[src/rtl/md_stall_ctrl_pkg.sv]
// rtl/md_stall_ctrl_pkg.sv - shared multiply/divide latency constants and state encodings
package md_stall_ctrl_pkg;

    localparam int MD_MULT_LAT = 5;
    localparam int MD_DIV_LAT  = 10;
    localparam int MD_CNT_W    = 4;

    typedef enum logic {
        MD_IDLE = 1'b0,
        MD_RUN  = 1'b1
    } md_state_e;

endpackage

[src/rtl/md_countdown.sv]
// rtl/md_countdown.sv - loadable down counter that stops at zero and pulses on reaching it
module md_countdown
    import md_stall_ctrl_pkg::*;
#(
    parameter int CNT_W = MD_CNT_W
) (
    input  logic             clk,
    input  logic             reset,
    input  logic             load_i,
    input  logic [CNT_W-1:0] load_val_i,
    output logic [CNT_W-1:0] count_o,
    output logic             zero_pulse_o
);

    logic [CNT_W-1:0] count_q, count_d;
    logic             zero_pulse_q, zero_pulse_d;

    // Next count: load wins, otherwise step down and hold at zero.
    always_comb begin
        count_d      = count_q;
        zero_pulse_d = (count_q == CNT_W'(1));
        if (load_i) begin
            count_d = load_val_i;
        end else if (count_q != '0) begin
            count_d = count_q - CNT_W'(1);
        end
    end

    // Count and pulse registers; reset drops the count without a pulse.
    always_ff @(posedge clk or posedge reset) begin
        if (reset) begin
            count_q      <= '0;
            zero_pulse_q <= 1'b0;
        end else begin
            count_q      <= count_d;
            zero_pulse_q <= zero_pulse_d;
        end
    end

    assign count_o      = count_q;
    assign zero_pulse_o = zero_pulse_q;

endmodule

[src/rtl/md_stall_ctrl.sv]
// rtl/md_stall_ctrl.sv - HI/LO stall and mult/div latency tracker (optional counters: MD_STALL_PERF_EN)
module md_stall_ctrl
    import md_stall_ctrl_pkg::*;
#(
    parameter int MULT_LAT = MD_MULT_LAT,
    parameter int DIV_LAT  = MD_DIV_LAT,
    parameter int CNT_W    = MD_CNT_W
) (
    input  logic             clk,
    input  logic             reset,
    input  logic             d_hilo_use,
    input  logic             e_md_start,
    input  logic             e_md_is_div,
    output logic             stall_d,
    output logic             busy,
    output logic [CNT_W-1:0] remaining,
`ifdef MD_STALL_PERF_EN
    output logic [31:0]      stall_cycles,
    output logic [15:0]      md_ops,
`endif
    output logic             md_done
);

    if (MULT_LAT < 1 || DIV_LAT < 1) begin : g_bad_lat
        $error("md_stall_ctrl: MULT_LAT and DIV_LAT must be at least 1");
    end
    if (MULT_LAT >= (1 << CNT_W) || DIV_LAT >= (1 << CNT_W)) begin : g_bad_width
        $error("md_stall_ctrl: CNT_W too narrow for the configured latencies");
    end

    md_state_e        state_q, state_d;
    logic             load;
    logic [CNT_W-1:0] load_val;

    // Next state: accept a start only when idle; leave RUN as the count hits its last cycle.
    always_comb begin
        state_d = state_q;
        load    = 1'b0;
        case (state_q)
            MD_IDLE: begin
                if (e_md_start) begin
                    load    = 1'b1;
                    state_d = MD_RUN;
                end
            end
            MD_RUN: begin
                if (remaining == CNT_W'(1)) begin
                    state_d = MD_IDLE;
                end
            end
            default: state_d = MD_IDLE;
        endcase
    end

    // State register.
    always_ff @(posedge clk or posedge reset) begin
        if (reset) begin
            state_q <= MD_IDLE;
        end else begin
            state_q <= state_d;
        end
    end

    assign load_val = e_md_is_div ? CNT_W'(DIV_LAT) : CNT_W'(MULT_LAT);

    md_countdown #(
        .CNT_W (CNT_W)
    ) u_countdown (
        .clk          (clk),
        .reset        (reset),
        .load_i       (load),
        .load_val_i   (load_val),
        .count_o      (remaining),
        .zero_pulse_o (md_done)
    );

    // A start in E is already an in-flight op for the instruction behind it.
    assign busy    = (remaining != '0);
    assign stall_d = d_hilo_use & (e_md_start | busy);

`ifdef MD_STALL_PERF_EN
    logic [31:0] stall_cycles_q;
    logic [15:0] md_ops_q;

    // Saturating stall-cycle count and wrapping accepted-op count.
    always_ff @(posedge clk or posedge reset) begin
        if (reset) begin
            stall_cycles_q <= '0;
            md_ops_q       <= '0;
        end else begin
            if (stall_d && (stall_cycles_q != 32'hFFFF_FFFF)) begin
                stall_cycles_q <= stall_cycles_q + 32'd1;
            end
            if (load) begin
                md_ops_q <= md_ops_q + 16'd1;
            end
        end
    end

    assign stall_cycles = stall_cycles_q;
    assign md_ops       = md_ops_q;
`endif

endmodule

[config.mk]
export PLATFORM = sky130hd
export DESIGN_NAME = md_stall_ctrl
export DESIGN_NICKNAME = d
export VERILOG_FILES = /design/src/rtl/md_stall_ctrl_pkg.sv /design/src/rtl/md_countdown.sv /design/src/rtl/md_stall_ctrl.sv
export SDC_FILE = /design/constraint.sdc
export NUM_CORES = 1
export LEC_CHECK = 0
export ABC_AREA = 1
export BUFFER_PORTS_ARGS = -buffer_cell sky130_fd_sc_hd__buf_2
export CAP_MARGIN = 30
export CORE_AREA = 2 2 39 41
export DETAILED_ROUTE_END_ITERATION = 7
export DIE_AREA = 0 0 41 43
export SYNTH_ARGS = -nofsm -noshare
export SYNTH_HDL_FRONTEND = slang
export SYNTH_SLANG_ARGS = --single-unit
export TNS_END_PERCENT = 1
[constraint.sdc]
create_clock -name clk -period 2.2 [get_ports clk]
set_clock_uncertainty 0.2 [all_clocks]
set_input_delay 0.66 -clock clk [delete_from_list [all_inputs] [get_ports clk]]
set_output_delay 0.66 -clock clk [all_outputs]
set_load 0.1 [all_outputs]
==> impl_summary.log <==
[metrics] result of the run: finished with violations
[metrics] violated checks: negative setup slack
[metrics] CTS Root Buffer Type: sky130_fd_sc_hd__clkbuf_4
[metrics] final routed wire length divided by cell count: 9.45 um
[metrics] final setup violating endpoints: 1
[metrics] post-synthesis compound-gate area fraction: 6.80%
[metrics] count of clock tree sinks: 6
[metrics] number of flops mapped to enable cells by yosys: 0
[metrics] post-synth cell types: 14
[metrics] Cell Rows: 14
[metrics] count of fill cells added during filler insertion: 139
[metrics] routability congestion estimate from global placement: 0.770
[metrics] synthesized netlist cell count: 49
[metrics] most common library cells after synthesis: sky130_fd_sc_hd__nand2_1, sky130_fd_sc_hd__inv_1, sky130_fd_sc_hd__dfrtp_1
[metrics] Seq/Total Area, Yosys: 40.8%
[metrics] Post-CTS Hold Fix Bufs: 0
[metrics] number of port buffers: 11
[metrics] count of final hold-check violations: 0
[metrics] total standard cell area after synthesis: 368 um2
[metrics] maximum achievable frequency: 449 MHz
[metrics] GRT overflow: 0
[metrics] Required @ worst endpoint: 1.34 ns
[metrics] unrepaired setup endpoints after global routing: yes
[metrics] Pins Over Slew Limit: 0
[metrics] starting density of the core: 26.6%
[metrics] xor-xnor portion of the synthesized cell area: 0%
[metrics] total number of nets in the final design: 81
[metrics] area of the multi-input gates: 221 um2
[metrics] total CTS buffers: 3
[metrics] TritonCTS clock tree: built
[metrics] routed vias/inst: 4.38
[metrics] average footprint of a synthesized cell: 7.51 um2
[metrics] R2R depth: 7
[metrics] cell accounting for the most synthesized area: sky130_fd_sc_hd__dfrtp_1
[metrics] Detail Placement HPWL: 604 um
[metrics] clock edge transition at the registers on the reported setup and hold paths: 0.05 ns
[metrics] Pre-Repair DR Iteration Count: 4
[metrics] count of yosys warnings during synthesis: 0
[metrics] total vias in the final route: 385
[metrics] Hold Crit Class: primary input to async pin
[metrics] prevailing post-synth register cell: sky130_fd_sc_hd__dfrtp_1
[metrics] overall fraction of global-route tracks in use: 11.9%
[metrics] cell with the most instances after synthesis: sky130_fd_sc_hd__nand2_1
[metrics] final cycle utilization of the critical path: 101%
[metrics] top-level port count: 12
[metrics] initial antenna violation count: 0
[metrics] Core Footprint: 0.00138 mm2
[metrics] Final Routed Wirelength: 832 um
[metrics] minimum clock period: 2.23 ns
[metrics] maximum number of pins on one net before global-route repair: 9
[metrics] Post-route DRC: 0
[metrics] startpoint of the lowest-slack register-to-register path: u_countdown.count_o[0]
[metrics] leading post-synthesis cells by cell area: sky130_fd_sc_hd__dfrtp_1, sky130_fd_sc_hd__nand2_1, sky130_fd_sc_hd__ha_1
[metrics] fraction of final layout cells with drive strength greater than 1: 51.4%
[metrics] post-synthesis simple-gate area fraction: 31.0%
[metrics] Async S/R FF share, synth: 100%
[metrics] FF-to-FF End: u_countdown.count_o[2]
[metrics] setup slack of the worst register-to-register path: 0.55 ns
[metrics] remaining antenna violation count after routing: 0
[metrics] slew margin rel.: 67.9%
[metrics] Iter 0 DRT Violations: 2
[metrics] portion of netlist area occupied by mux cells: 0%
[metrics] kind of end point of the critical path: output port
[metrics] Die Wd: 41 um
[metrics] latest clock arrival within the worst-skew pair: 0.25 ns
[metrics] final worst-path setup slack: -0.0258 ns
[metrics] H-tree depth: 1
[metrics] CP Max Fanout: 2
[metrics] combinational family with the most area after synthesis: simple AND/OR/NAND/NOR gates
[metrics] Die Span Y: 43 um
[metrics] Maximum Capacitance Violations: 0
[metrics] class of the most critical setup path: flop to output port
[metrics] worst slew pin tran: 0.485 ns
[metrics] Seq. cell area: 160 um2
[metrics] layout overhead on the synthesized area: 69.7%
[metrics] wire length of the first global-routing pass: 1350 um
[metrics] antenna diode instance count: 0
[metrics] DIE AREA: 0.00176 mm2
[metrics] Synth Net Count: 57
[metrics] Synth Area in Adders: 10.2%
[metrics] setup slack after placement: 0.158 ns
[metrics] Worst EP arrival: 1.37 ns
[metrics] critical path launch point type: flop
[metrics] post-synthesis register bit count: 6
[metrics] clock tree buffer depth: 2
[metrics] area share of the largest cell type after synthesis: 40.8%
[metrics] via count of the first global-routing pass: 357
## registers in the layout, summed over array words and instances, names as in the netlist
name / count
u_countdown.count_o: 4
u_countdown.zero_pulse_o: 1
state_q: 1
## placed cells by master (no fill, tap or decap)
master | Yosys | layout
sky130_fd_sc_hd__a21oi_1 | 2 | 2
sky130_fd_sc_hd__buf_12 | 0 | 2
sky130_fd_sc_hd__buf_2 | 0 | 9
sky130_fd_sc_hd__buf_4 | 0 | 8
sky130_fd_sc_hd__clkbuf_1 | 0 | 1
sky130_fd_sc_hd__clkbuf_4 | 0 | 3
sky130_fd_sc_hd__dfrtp_1 | 6 | 2
sky130_fd_sc_hd__dfrtp_2 | 0 | 2
sky130_fd_sc_hd__dfrtp_4 | 0 | 2
sky130_fd_sc_hd__ha_1 | 3 | 2
sky130_fd_sc_hd__ha_4 | 0 | 1
sky130_fd_sc_hd__inv_1 | 10 | 7
sky130_fd_sc_hd__inv_2 | 1 | 1
sky130_fd_sc_hd__inv_4 | 0 | 2
sky130_fd_sc_hd__inv_6 | 0 | 1
sky130_fd_sc_hd__nand2_1 | 15 | 14
sky130_fd_sc_hd__nand2_4 | 1 | 1
sky130_fd_sc_hd__nand2_8 | 0 | 1
sky130_fd_sc_hd__nand3_1 | 1 | 1
sky130_fd_sc_hd__nand3_2 | 1 | 1
sky130_fd_sc_hd__nor2_1 | 3 | 3
sky130_fd_sc_hd__nor2_4 | 0 | 1
sky130_fd_sc_hd__nor3b_1 | 1 | 1
sky130_fd_sc_hd__o21ai_0 | 3 | 2
sky130_fd_sc_hd__o21ai_4 | 0 | 1
sky130_fd_sc_hd__or2_2 | 1 | 1
## critical path: stages (launching register included)
cell and delay, ns:
sky130_fd_sc_hd__dfrtp_4 0.48, sky130_fd_sc_hd__inv_4 0.07, sky130_fd_sc_hd__ha_4 0.16, sky130_fd_sc_hd__nand2_8 0.05, sky130_fd_sc_hd__o21ai_4 0.16, sky130_fd_sc_hd__inv_6 0.04
sky130_fd_sc_hd__buf_12 0.16
## final cells by class
type                       count  share of cell area (%)
multi-input combinational     32                    35.5
sequential                     6                    25.7
timing repair buffer          19                    23.2
inverter                      11                    8.22
clock buffer                   4                    4.21
tap                           16                    3.21
## cell families after synthesis
kind of cell | after synthesis
and+or+nand+nor | 24
buffers and inverters | 11
adders and majority gates | 3
DFF | 6
AOI/OAI and AO/OA | 5
## timing repair
| action | 4_1_cts | 5_1_grt |
|---|---|---|
| resized for setup | 1 | 0 |
| endpoints found under the setup margin | 1 | 2 |
| buffers inserted | 6 | 2 |
| pin swaps | 2 | 2 |
| endpoints found under the hold margin | 0 | 0 |
## through the flow
| step | instances | hold slack (ns) | cell area (um2) | utilization, % | setup TNS [ns] |
|---|---|---|---|---|---|
| 6_report | 88 | 0.118 | 624 | 45.1 | -0.0258 |
| 4_1_cts | 86 | 0.119 | 609 | 44.0 | -0.0639 |
| 2_1_floorplan | 49 | 0.251 | 430 | - | -0.0272 |
| 5_1_grt | 88 | 0.118 | 624 | 45.1 | -0.0937 |
| 3_5_place_dp | 76 | 0.314 | 536 | 38.7 | 0 |
| 3_3_place_gp | 76 | 0.310 | 536 | 38.7 | 0 |
## per-layer routing
| layer | track usage [%] | wire (um) | vias up |
|---|---|---|---|
| met5 | 0 | 0 | - |
| met4 | 4.00 | 13 | 0 |
| met3 | 7.85 | 76 | 2 |
| met2 | 19.4 | 411 | 16 |
| met1 | 11.4 | 331 | 171 |
| li1 | - | - | 196 |
## worst max path at each step
stage,from,end,slack [ns]
floorplan,u_countdown.count_o[1],stall_d,-0.03
global placement,e_md_start,stall_d,0.17
detailed placement,e_md_start,stall_d,0.16
CTS,u_countdown.count_o[1],stall_d,-0.06
global route,u_countdown.count_o[0],stall_d,-0.08
finish,u_countdown.count_o[0],stall_d,-0.03
Power is not shown: default switching activity piles up to over one toggle a cycle in this logic, so the estimate is an artifact.
